**src/rtl/setpoint_sequencer.sv**
```systemverilog
// setpoint_sequencer: steps a follower through a programmable table of
// setpoints. Each entry's value is driven as the target, the sequencer waits
// until the follower output matches it exactly, holds for that entry's dwell
// count, then moves on to the next entry.
//
// Build option: define SETPOINT_LOOP_EN to wrap from the last entry back to
// entry 0 forever (no done pulse). Without it, one pass is made and done
// pulses when the last dwell expires.
//
// Control semantics: start is a level, sampled only while idle; abort has
// priority over everything and drops straight to idle holding target and
// index. Table writes are accepted in every state.
// fsm_state is a debug view of the sequencer state (0 idle, 1 settle, 2 dwell).

module setpoint_sequencer #(
    parameter int                  bitwidth       = 8,
    parameter int                  entries        = 4,
    parameter int                  dwell_bitwidth = 8,
    parameter logic [bitwidth-1:0] initial_value  = '0
) (
    input  logic                        clock,
    input  logic                        reset,
    input  logic                        write_enable,
    input  logic [$clog2(entries)-1:0]  write_index,
    input  logic [bitwidth-1:0]         write_value,
    input  logic [dwell_bitwidth-1:0]   write_dwell,
    input  logic                        start,
    input  logic                        abort,
    input  logic [bitwidth-1:0]         follower_value,
    output logic [bitwidth-1:0]         target_value,
    output logic [$clog2(entries)-1:0]  index,
    output logic                        busy,
    output logic                        settled,
    output logic                        done,
    output logic [1:0]                  fsm_state
);

    localparam int iw = $clog2(entries);
    localparam logic [iw-1:0] last_index = iw'(entries - 1);

    typedef enum logic [1:0] {
        IDLE   = 2'd0,
        SETTLE = 2'd1,
        DWELL  = 2'd2
    } state_t;

    state_t state_q, state_n;

    logic [bitwidth-1:0]       value_table [entries];
    logic [dwell_bitwidth-1:0] dwell_table [entries];

    logic [dwell_bitwidth-1:0] count_q, count_n;
    logic [bitwidth-1:0]       target_n;
    logic [iw-1:0]             index_n;
    logic                      done_n;
    logic                      write_ok;

    // Exact equality on the full width; there is no tolerance band.
    assign settled   = (follower_value == target_value);
    assign fsm_state = state_q;
    assign write_ok  = write_enable && (int'(write_index) < entries);

    // Setpoint table: cleared on reset, written by the host at any time.
    // A load in the same cycle as a write of that entry sees the old contents.
    always_ff @(posedge clock) begin
        if (reset) begin
            for (int i = 0; i < entries; i++) begin
                value_table[i] <= initial_value;
                dwell_table[i] <= '0;
            end
        end else if (write_ok) begin
            value_table[write_index] <= write_value;
            dwell_table[write_index] <= write_dwell;
        end
    end

    // State register plus the registered datapath and status outputs.
    always_ff @(posedge clock) begin
        if (reset) begin
            state_q      <= IDLE;
            target_value <= initial_value;
            index        <= '0;
            count_q      <= '0;
            busy         <= 1'b0;
            done         <= 1'b0;
        end else begin
            state_q      <= state_n;
            target_value <= target_n;
            index        <= index_n;
            count_q      <= count_n;
            busy         <= (state_n != IDLE);
            done         <= done_n;
        end
    end

    // Next-state and datapath decisions; everything holds unless a branch acts.
    always_comb begin
        state_n  = state_q;
        target_n = target_value;
        index_n  = index;
        count_n  = count_q;
        done_n   = 1'b0;
        case (state_q)
            IDLE: begin
                if (start && !abort) begin
                    index_n  = '0;
                    target_n = value_table[0];
                    state_n  = SETTLE;
                end
            end
            SETTLE: begin
                if (abort) begin
                    state_n = IDLE;
                end else if (settled) begin
                    count_n = dwell_table[index];
                    state_n = DWELL;
                end
            end
            DWELL: begin
                if (abort) begin
                    state_n = IDLE;
                end else if (count_q != '0) begin
                    count_n = count_q - 1'b1;
                end else if (index != last_index) begin
                    index_n  = index + iw'(1);
                    target_n = value_table[index + iw'(1)];
                    state_n  = SETTLE;
                end else begin
`ifdef SETPOINT_LOOP_EN
                    index_n  = '0;
                    target_n = value_table[0];
                    state_n  = SETTLE;
`else
                    done_n   = 1'b1;
                    state_n  = IDLE;
`endif
                end
            end
            default: begin
                state_n = IDLE;
            end
        endcase
    end

endmodule

```
**config.mk**
```make
export PLATFORM = sky130hd
export DESIGN_NAME = setpoint_sequencer
export DESIGN_NICKNAME = d
export VERILOG_FILES = /design/src/rtl/setpoint_sequencer.sv
export SDC_FILE = /design/constraint.sdc
export NUM_CORES = 1
export LEC_CHECK = 0
export ABC_CLOCK_PERIOD_IN_PS = 2600
export CORE_MARGIN = 10
export CORE_UTILIZATION = 35
export CTS_CLUSTER_DIAMETER = 50
export CTS_CLUSTER_SIZE = 28
export DETAILED_ROUTE_END_ITERATION = 8
export MAX_ROUTING_LAYER = met4
export PLACE_DENSITY = 0.58
export SLEW_MARGIN = 20
export SYNTH_ARGS = -nofsm -noshare
export SYNTH_HDL_FRONTEND = slang
export SYNTH_SLANG_ARGS = --single-unit
```
**constraint.sdc**
```tcl
create_clock -name clock -period 2.6 [get_ports clock]
set_input_delay 0.39 -clock clock [delete_from_list [all_inputs] [get_ports clock]]
set_output_delay 0.39 -clock clock [all_outputs]
set_load 0.03 [all_outputs]
```
# Yosys cells after proc, flatten, opt, wreduce, memory -nomap -nowiden

Memory sizes are Yosys's and may differ from the RTL's. A register that Yosys moved wholly into a read port is not among the register bits.
Index checks and enable logic that the tools add are counted.

Register bits: 22
Input bits: 31
Logic and storage cells: 70
Memories: 2
RAM bits: 64

Memories:

| memory      | words | bits a word | rd ports | clocked after Yosys merged registers in | write ports | line | text |
|---|---|---|---|---|---|---|---|
| dwell_table | 4     | 8           | 1        | 1                                       | 4           | 50   | `logic [dwell_bitwidth-1:0] dwell_table [entries];` |
| value_table | 4     | 8           | 2        | 0                                       | 4           | 49   | `logic [bitwidth-1:0] value_table [entries];` |

Equality and inequality tests: 11
Bitwise operators: 1
$add $sub $neg: 2
Muxes and demuxes: 36
Reductions and logical operators: 12

Operator list:

| kind                | count |
|---|---|
| $mux 8              | 10 |
| $pmux 8 s2          | 2 |
| $mux 2              | 13 |
| $ne 2x2->1 const B  | 8 |
| $reduce_or 8->1     | 2 |
| $reduce_and 5->1    | 2 |
| $mux 1              | 9 |
| $eq 8x8->1          | 1 |
| $reduce_bool 8->1   | 1 |
| $sub 8x1->8 const B | 1 |
| $pmux 2 s3          | 1 |
| $reduce_bool 2->1   | 3 |
| $pmux 2 s2          | 1 |
| $reduce_or 4->1     | 1 |
| $add 2x1->2 const B | 1 |
| $eq 2x1->1 const B  | 1 |
| $eq 2x2->1 const B  | 1 |
| $logic_not 2->1     | 1 |
| $logic_and 1x1->1   | 1 |
| $logic_not 1->1     | 1 |
| $not 1->1           | 1 |

# Depth between registers and ports, before layout

Gate-level depths: netlist of run 1.

Depth after elaboration: 7
Gate-level depth with buffers: 8
Gate-level depth less buffers: 7

# Worst setup path after synthesis of run 1

No wires, ideal clock.

Path type: register -> register
Start point: register index[0]
End point: register target_value[3]
Arrival: 1.925 ns
Setup time: 0.132 ns
Stages on the path, launching flop included: 8
Setup slack: 0.544 ns
Required time: 2.468 ns
Period minus slack after synthesis: 2.056 ns
Path through: dfxtp_1 ha_1 buf_1 inv_1 a21oi_1 inv_1 a221oi_2 nor3_1

Word-level cells in the longest chain between the ends: 6
Elaborated cells on any way between the ends: 9
Those cells by class: add/sub: 1; eq/ne: 2; mux: 4; reduce/logical: 1; memory: 1

Ends and longest elaborated chain:

| element                | line | text |
|---|---|---|
| start, declared        | 31   | `output logic [$clog2(entries)-1:0] index,` |
| start signal, assigned | 89   | `index <= index_n;` |
| $add 2x1->2            | 126  | `target_n = value_table[index + iw'(1)];` |
| $mem_v2 4x8            | n/a  |  |
| $mux 8                 | 124  | `end else if (index != last_index) begin` |
| $mux 8                 | 122  | `end else if (count_q != '0) begin` |
| $mux 8                 | 120  | `if (abort) begin` |
| $pmux 8 s2             | 103  | `case (state_q)` |
| end signal, assigned   | 81   | `target_value <= initial_value;` |
| end signal, assigned   | 88   | `target_value <= target_n;` |
| end, declared          | 30   | `output logic [bitwidth-1:0] target_value,` |

Several ways; a longest one is shown, not always the timed one. The select of a mux whose other input is x is not followed.
A chain may end at the register's enable or synchronous reset.

# Final worst setup path of run 1

Start point: input follower_value[5]
End point: output settled

Word-level cells in the longest chain between the ends: 1

Ends and longest elaborated chain:

| element         | line | text |
|---|---|---|
| start, declared | 29   | `input logic [bitwidth-1:0] follower_value,` |
| $eq 8x8->1      | 59   | `assign settled = (follower_value == target_value);` |
| end, declared   | 33   | `output logic settled,` |

Every way passes these cells.

==> results.yml, run 1 <==
worst_setup_path:
  worstPathMaxFanout: 2
  rrSetupSlack_ns: 0.44
  worst_setup_path_start_kind: "input pin"
  crit_family: "simple AND/OR/NAND/NOR gates"
  worstSetupEndpointType: "output port"
  endpoint: "settled"
  worst_ep_required_time_ns: 2.21
  cpPeakStageDelay_ns: 0.53
  crit_slowest_cell: "nor4_1"
  path_class: "input pin to output port"
  regToRegEndpoint: "count_q[0]"
  cp.arrival_ns: 1.87
  crit_path_cell_trace: "clkdlybuf4s50_1, xor2_1, nor4_1, and2_1, buf_4"
  r2r_cells: 7
  crit_buf_inv: 2
  rr_startpoint: "count_q[0]"
  cp.depth: 5
  cp-startpoint: "follower_value[5]"
place:
  hpwl_um: 6300
  port_buffers: 45
  routabilityCongestion: 0.769
floorplan:
  ioPinCount: 46
  core-area_um2: 11300
  start_util_pct: 35.5
  die_h_um: 127
  die_w_um: 127
  rows: 39
  dieArea_um2: 16200
run:
  drv_cap: 0
global_routing:
  grt_pass1_vias: 2797
  grt_pass1_wl_um: 14900
  gr-usage-all-layers_pct: 11.8
  gr-total-overflow: 0
  grt_antenna_before_repair: 0
  grt_max_degree: 30
timing:
  setup_viol: 0
  final-hold-violation-count: 0
  period_share_pct: 86.8
  maxSlewViolCount: 0
  worstMarginPinSlew_ns: 0.647
  max_freq_ghz: 0.443
  setup_tns_ns: 0
  max-slew-margin-rel_pct: 56.6
  fin_worst_skew_ns: 0.00496
  rsz0062_at_grt: "false"
  holdWs_ns: 0.484
  period_minus_slack_ns: 2.26
synthesis:
  synth_most_common_cell: "and2_1"
  synthMuxAreaShare_pct: 6.69
  synth-adder-area-share_pct: 0.622
  ys_ff_latch: 88
  synth.distinct_cells: 40
  synth_top_family_by_area: "simple AND/OR/NAND/NOR gates"
  synth_fp_nets: 363
  synth_area_leaders: "edfxtp_1 (48%), dfxtp_1 (12%), and2_1 (10%), mux4_2 (4.5%), nand2_1 (3.0%)"
  yosys.area_share.simple_pct: 20.1
  synth-compound-area-share_pct: 9.08
  synth-main-ff-cell: "edfxtp_1"
  synth_top_area_share_pct: 47.8
  synth_xor_area_share_pct: 1.74
  avgSynthCellArea_um2: 12.2
  syn_inst: 330
  async_reset_ff_share_pct: 0
  yosys_warnings: 0
  synth-edff-count: 64
  synth_common_cells: "and2_1 (65), edfxtp_1 (64), nand2_1 (32), dfxtp_1 (24), a21oi_1 (19)"
  yosysTopAreaCell: "edfxtp_1"
  ys_seq_area_share_pct: 59.7
  netlist_area_um2: 4020
clock_tree:
  cts_buffers: 9
  clk_latency_ns: 0.33
  clockBufferDepth: 2
  cts_hold_buf: 0
  clk_transition_reported_paths_ns: 0.06
  htree_levels: 3
  cts_tree: "done"
  cts.sinks: 88
  ctsResizeCount: 0
  clock-root-buffer: "clkbuf_16"
  cts_setup_buffers: 0
final_layout:
  diodes: 0
  syn_to_final_growth_pct: 23.4
  final_nets: 417
  fin_util_pct: 43.9
  layout-drive-gt1-share_pct: 13.1
route:
  route.detailed.drc: 0
  drtPass1Iterations: 4
  ant_nets: 0
  wl_per_cell_um: 17.1
  via_per_inst: 4.97
  routed_wl_um: 9090
  drtIter0Drc: 181
  dr_total_vias: 2642
worst_hold_path:
  hold_path_class: "flop to flop"
pwr:
  ir_drop_mv: 0.279
  p_leak_nw: 1.73
  power.density_nw_per_um2: 621
outcome:
  outcome: "finished, final reports clean"
[worst min path at each step]
stage / startpoint / endpoint / slack [ns] / depth (start not counted)
global route: target_value[4] / target_value[4] / 0.51 / 2
finish: target_value[4] / target_value[4] / 0.48 / 2
floorplan: count_q[0] / count_q[0] / 0.47 / 1
detailed placement: target_value[4] / target_value[4] / 0.48 / 2
CTS: target_value[4] / target_value[4] / 0.49 / 2
global placement: target_value[4] / target_value[4] / 0.48 / 2
[registers in the layout, indices dropped and copies added, names as in the netlist, named ones only]
name          cells
done              1
target_value      8
count_q           8
dwell_table      32
value_table      32
fsm_state         2
busy              1
index             2
[worst min-delay path: stages, from the launching register on]
cell and delay (ns):
dfxtp_1 0.33, nand2_1 0.06, a21oi_1 0.05
[metrics by stage]
| step | area (um^2) | power, mW | worst slack [ns] | std cells |
|---|---|---|---|---|
| floorplan | 4020 | 1.76 | 0.544 | 330 |
| global placement | 4680 | 1.88 | 0.370 | 516 |
| detailed placement | 4680 | 1.89 | 0.326 | 516 |
| CTS | 4960 | 3.10 | 0.352 | 532 |
| global route | 4960 | 3.19 | 0.269 | 532 |
| finish | 4960 | 3.08 | 0.344 | 532 |
[cells in the final DEF, fill, tap and decap left out, types with 4 or more instances in the layout]
cell type	count
edfxtp_1	64
nand3_1	8
o22ai_1	7
nand2_1	32
nor2_1	8
mux4_2	8
nand2b_1	4
clkdlybuf4s50_1	44
and2_1	65
o211ai_1	10
inv_1	6
a21oi_1	19
o21ai_0	4
xor2_1	8
dfxtp_1	24
buf_4	13
clkbuf_16	9
nor4_1	5
mux2_2	7
nor3_1	6
[routing by layer]
layer  track usage, %  vias up  share of wire, %
met3             2.32        9               3.2
met5                -        -                 0
met1             14.3     1278                46
li1                 -     1305                 -
met4             4.89        0               1.5
met2             19.0       50                49
[power breakdown]
part           switching, mW  total (mW)  internal [mW]
clock                  0.504        1.23          0.726
combinational          0.122       0.232          0.110
sequential            0.0270        1.62           1.59
[logic make-up (layout without fill, tap and decap cells)]
family          after synthesis  after routing
simple gates                143            143
flops                        88             88
compound gates               53             53
buf+inv                      20             79
mux                          16             16
xor+xnor                      8              8
fa+ha+maj                     2              2
[layout make-up]
type	instances	area [um^2]
Tap cell	143	179
Inverter	6	22.5
Fill cell	1092	6360
Multi-Input combinational cell	222	1540
Timing Repair Buffer	57	538
Clock buffer	14	274
Sequential cell	88	2400
Clock inverter	2	11.3
(Power assumes the default switching activity.)
==> inputs of run 2 (changes only) <==
--- a/config.mk
+++ b/config.mk
@@ -6,13 +6,14 @@
 export NUM_CORES = 1
 export LEC_CHECK = 0
 export ABC_CLOCK_PERIOD_IN_PS = 2600
+export CELL_PAD_IN_SITES_DETAIL_PLACEMENT = 0
+export CELL_PAD_IN_SITES_GLOBAL_PLACEMENT = 1
 export CORE_MARGIN = 10
 export CORE_UTILIZATION = 35
-export CTS_CLUSTER_DIAMETER = 50
 export CTS_CLUSTER_SIZE = 28
 export DETAILED_ROUTE_END_ITERATION = 8
 export MAX_ROUTING_LAYER = met4
-export PLACE_DENSITY = 0.58
+export PLACE_DENSITY = 0.68
 export SLEW_MARGIN = 20
 export SYNTH_ARGS = -nofsm -noshare
 export SYNTH_HDL_FRONTEND = slang
==> run 2 against run 1 <==
- fmax hardly changed
- total power rose by 4.2%
- cell area is 0.68% higher
- via count is 0.57% lower
- first-iteration DRC count fell by 35%
- register-to-register slack gained 0.08 ns
- critical endpoint unchanged
- largest power group unchanged
==> results.yml, run 2 (synthesized netlist as in run 1, its figures left out) <==
worst_setup_path:
  worst_ep_required_time_ns: 2.21
  regToRegEndpoint: "count_q[1]"
  r2r_cells: 9
  crit_slowest_cell: "nor4_1"
  worstSetupEndpointType: "output port"
  rrSetupSlack_ns: 0.52
  cpPeakStageDelay_ns: 0.52
  crit_path_cell_trace: "clkdlybuf4s50_1, xor2_1, nor4_1, and2_1, buf_4"
  path_class: "input pin to output port"
  cp.arrival_ns: 1.87
  worst_setup_path_start_kind: "input pin"
  rr_startpoint: "count_q[0]"
  worstPathMaxFanout: 2
global_routing:
  grt.met3_usage_pct: 2.15
  gr-usage-all-layers_pct: 11.7
  grtUsageMet1_pct: 14.2
  top_usage_layer: "met2"
  gr-total-overflow: 0
  grt_max_degree: 30
  grt_antenna_before_repair: 0
  grt_pass1_wl_um: 14800
  grt_pass1_vias: 2775
  met2_usage_pct: 18.6
timing:
  final-hold-violation-count: 0
  fin_ws_ns: 0.344
  rsz0062_at_grt: "false"
  maxSlewViolCount: 0
  holdWs_ns: 0.489
  setup_tns_ns: 0
  max-slew-margin-rel_pct: 60.6
  max_freq_ghz: 0.443
  worstMarginPinSlew_ns: 0.590
  setup_viol: 0
  period_minus_slack_ns: 2.26
  fin_worst_skew_ns: 0.00310
  period_share_pct: 86.8
route:
  drtIter0Drc: 118
  drtPass1Iterations: 4
  route.detailed.drc: 0
  via_per_inst: 4.93
  dr_total_vias: 2627
  routed_wl_um: 9040
  wl_per_cell_um: 17.0
  ant_nets: 0
pwr:
  power.density_nw_per_um2: 642
  power.total_mw: 3.21
  ir_drop_mv: 0.266
  p_leak_nw: 1.75
final_layout:
  final_nets: 418
  multi_input_area_um2: 1540
  final_area_um2: 5000
  fill_cells: 1073
  fin_util_pct: 44.2
  fin_cells: 533
  most-common-layout-cells: "and2_1 (65), edfxtp_1 (64), clkdlybuf4s50_1 (44)"
  register_area_um2: 2400
  layout-drive-gt1-share_pct: 13.6
  final_common_cell: "and2_1"
  syn_to_final_growth_pct: 24.2
  top_regs: "dwell_table (32), value_table (32)"
  diodes: 0
clock_tree:
  cts_hold_buf: 0
  cts_tree: "done"
  htree_levels: 3
  clock-root-buffer: "clkbuf_16"
  cts_buffers: 9
  clk_latency_ns: 0.33
  clk_transition_reported_paths_ns: 0.06
  cts_setup_buffers: 0
  ctsResizeCount: 0
  clockBufferDepth: 2
  cts.sinks: 88
place:
  pre_cts_ws_ns: 0.333
  placed_area_um2: 4690
  port_buffers: 45
  hpwl_um: 6160
  routabilityCongestion: 0.777
  place_inst: 517
floorplan:
  ioPinCount: 46
  rows: 39
  dieArea_um2: 16200
  start_util_pct: 35.5
  die_w_um: 127
  die_h_um: 127
  core-area_um2: 11300
outcome:
  outcome: "finished, final reports clean"
worst_hold_path:
  hold_path_end: "target_value[4]"
  hold_path_class: "flop to flop"
  hold_depth: 2
  hold_start: "target_value[4]"
run:
  drv_cap: 0
[run 2: how the worst max path moves through the flow]
| stage | from | to | slack [ns] | cells past startpoint |
|---|---|---|---|---|
| 2_1_floorplan | index[0] | target_value[3] | 0.54 | 7 |
| 3_3_place_gp | follower_value[5] | settled | 0.35 | 5 |
| 3_5_place_dp | follower_value[5] | settled | 0.33 | 5 |
| 4_1_cts | follower_value[5] | settled | 0.32 | 5 |
| 5_1_grt | follower_value[5] | settled | 0.25 | 5 |
| 6_report | follower_value[5] | settled | 0.34 | 5 |
[run 2: cell type report]
| class | count | share of cell area (%) |
|---|---|---|
| Clock inverter | 7 | 1.73 |
| Timing Repair Buffer | 58 | 10.9 |
| Clock buffer | 9 | 4.51 |
| Tap cell | 143 | 3.58 |
| Multi-Input combinational cell | 222 | 30.8 |
| Inverter | 6 | 0.451 |
| Sequential cell | 88 | 48.1 |
[run 2: critical path: cells and delay by family]
kind	cells	cell delay [ns]
buffers and inverters	2	0.58
xor gates and xnor gates	1	0.17
and+or+nand+nor	2	0.73
[run 2: where the power goes]
group | switching [mW] | internal [mW] | total [mW] | leakage [nW]
Combinational | 0.121 | 0.110 | 0.231 | 0.779
Sequential | 0.0250 | 1.59 | 1.62 | 0.816
Clock | 0.529 | 0.833 | 1.36 | 0.153
Total | 0.675 | 2.53 | 3.21 | 1.75
[run 2: routing by layer]
layer / share of wire, % / routed length (um)
met4: 1.8 / 164
met1: 45 / 4090
met3: 4.1 / 368
met2: 49 / 4410
met5: 0 / 0
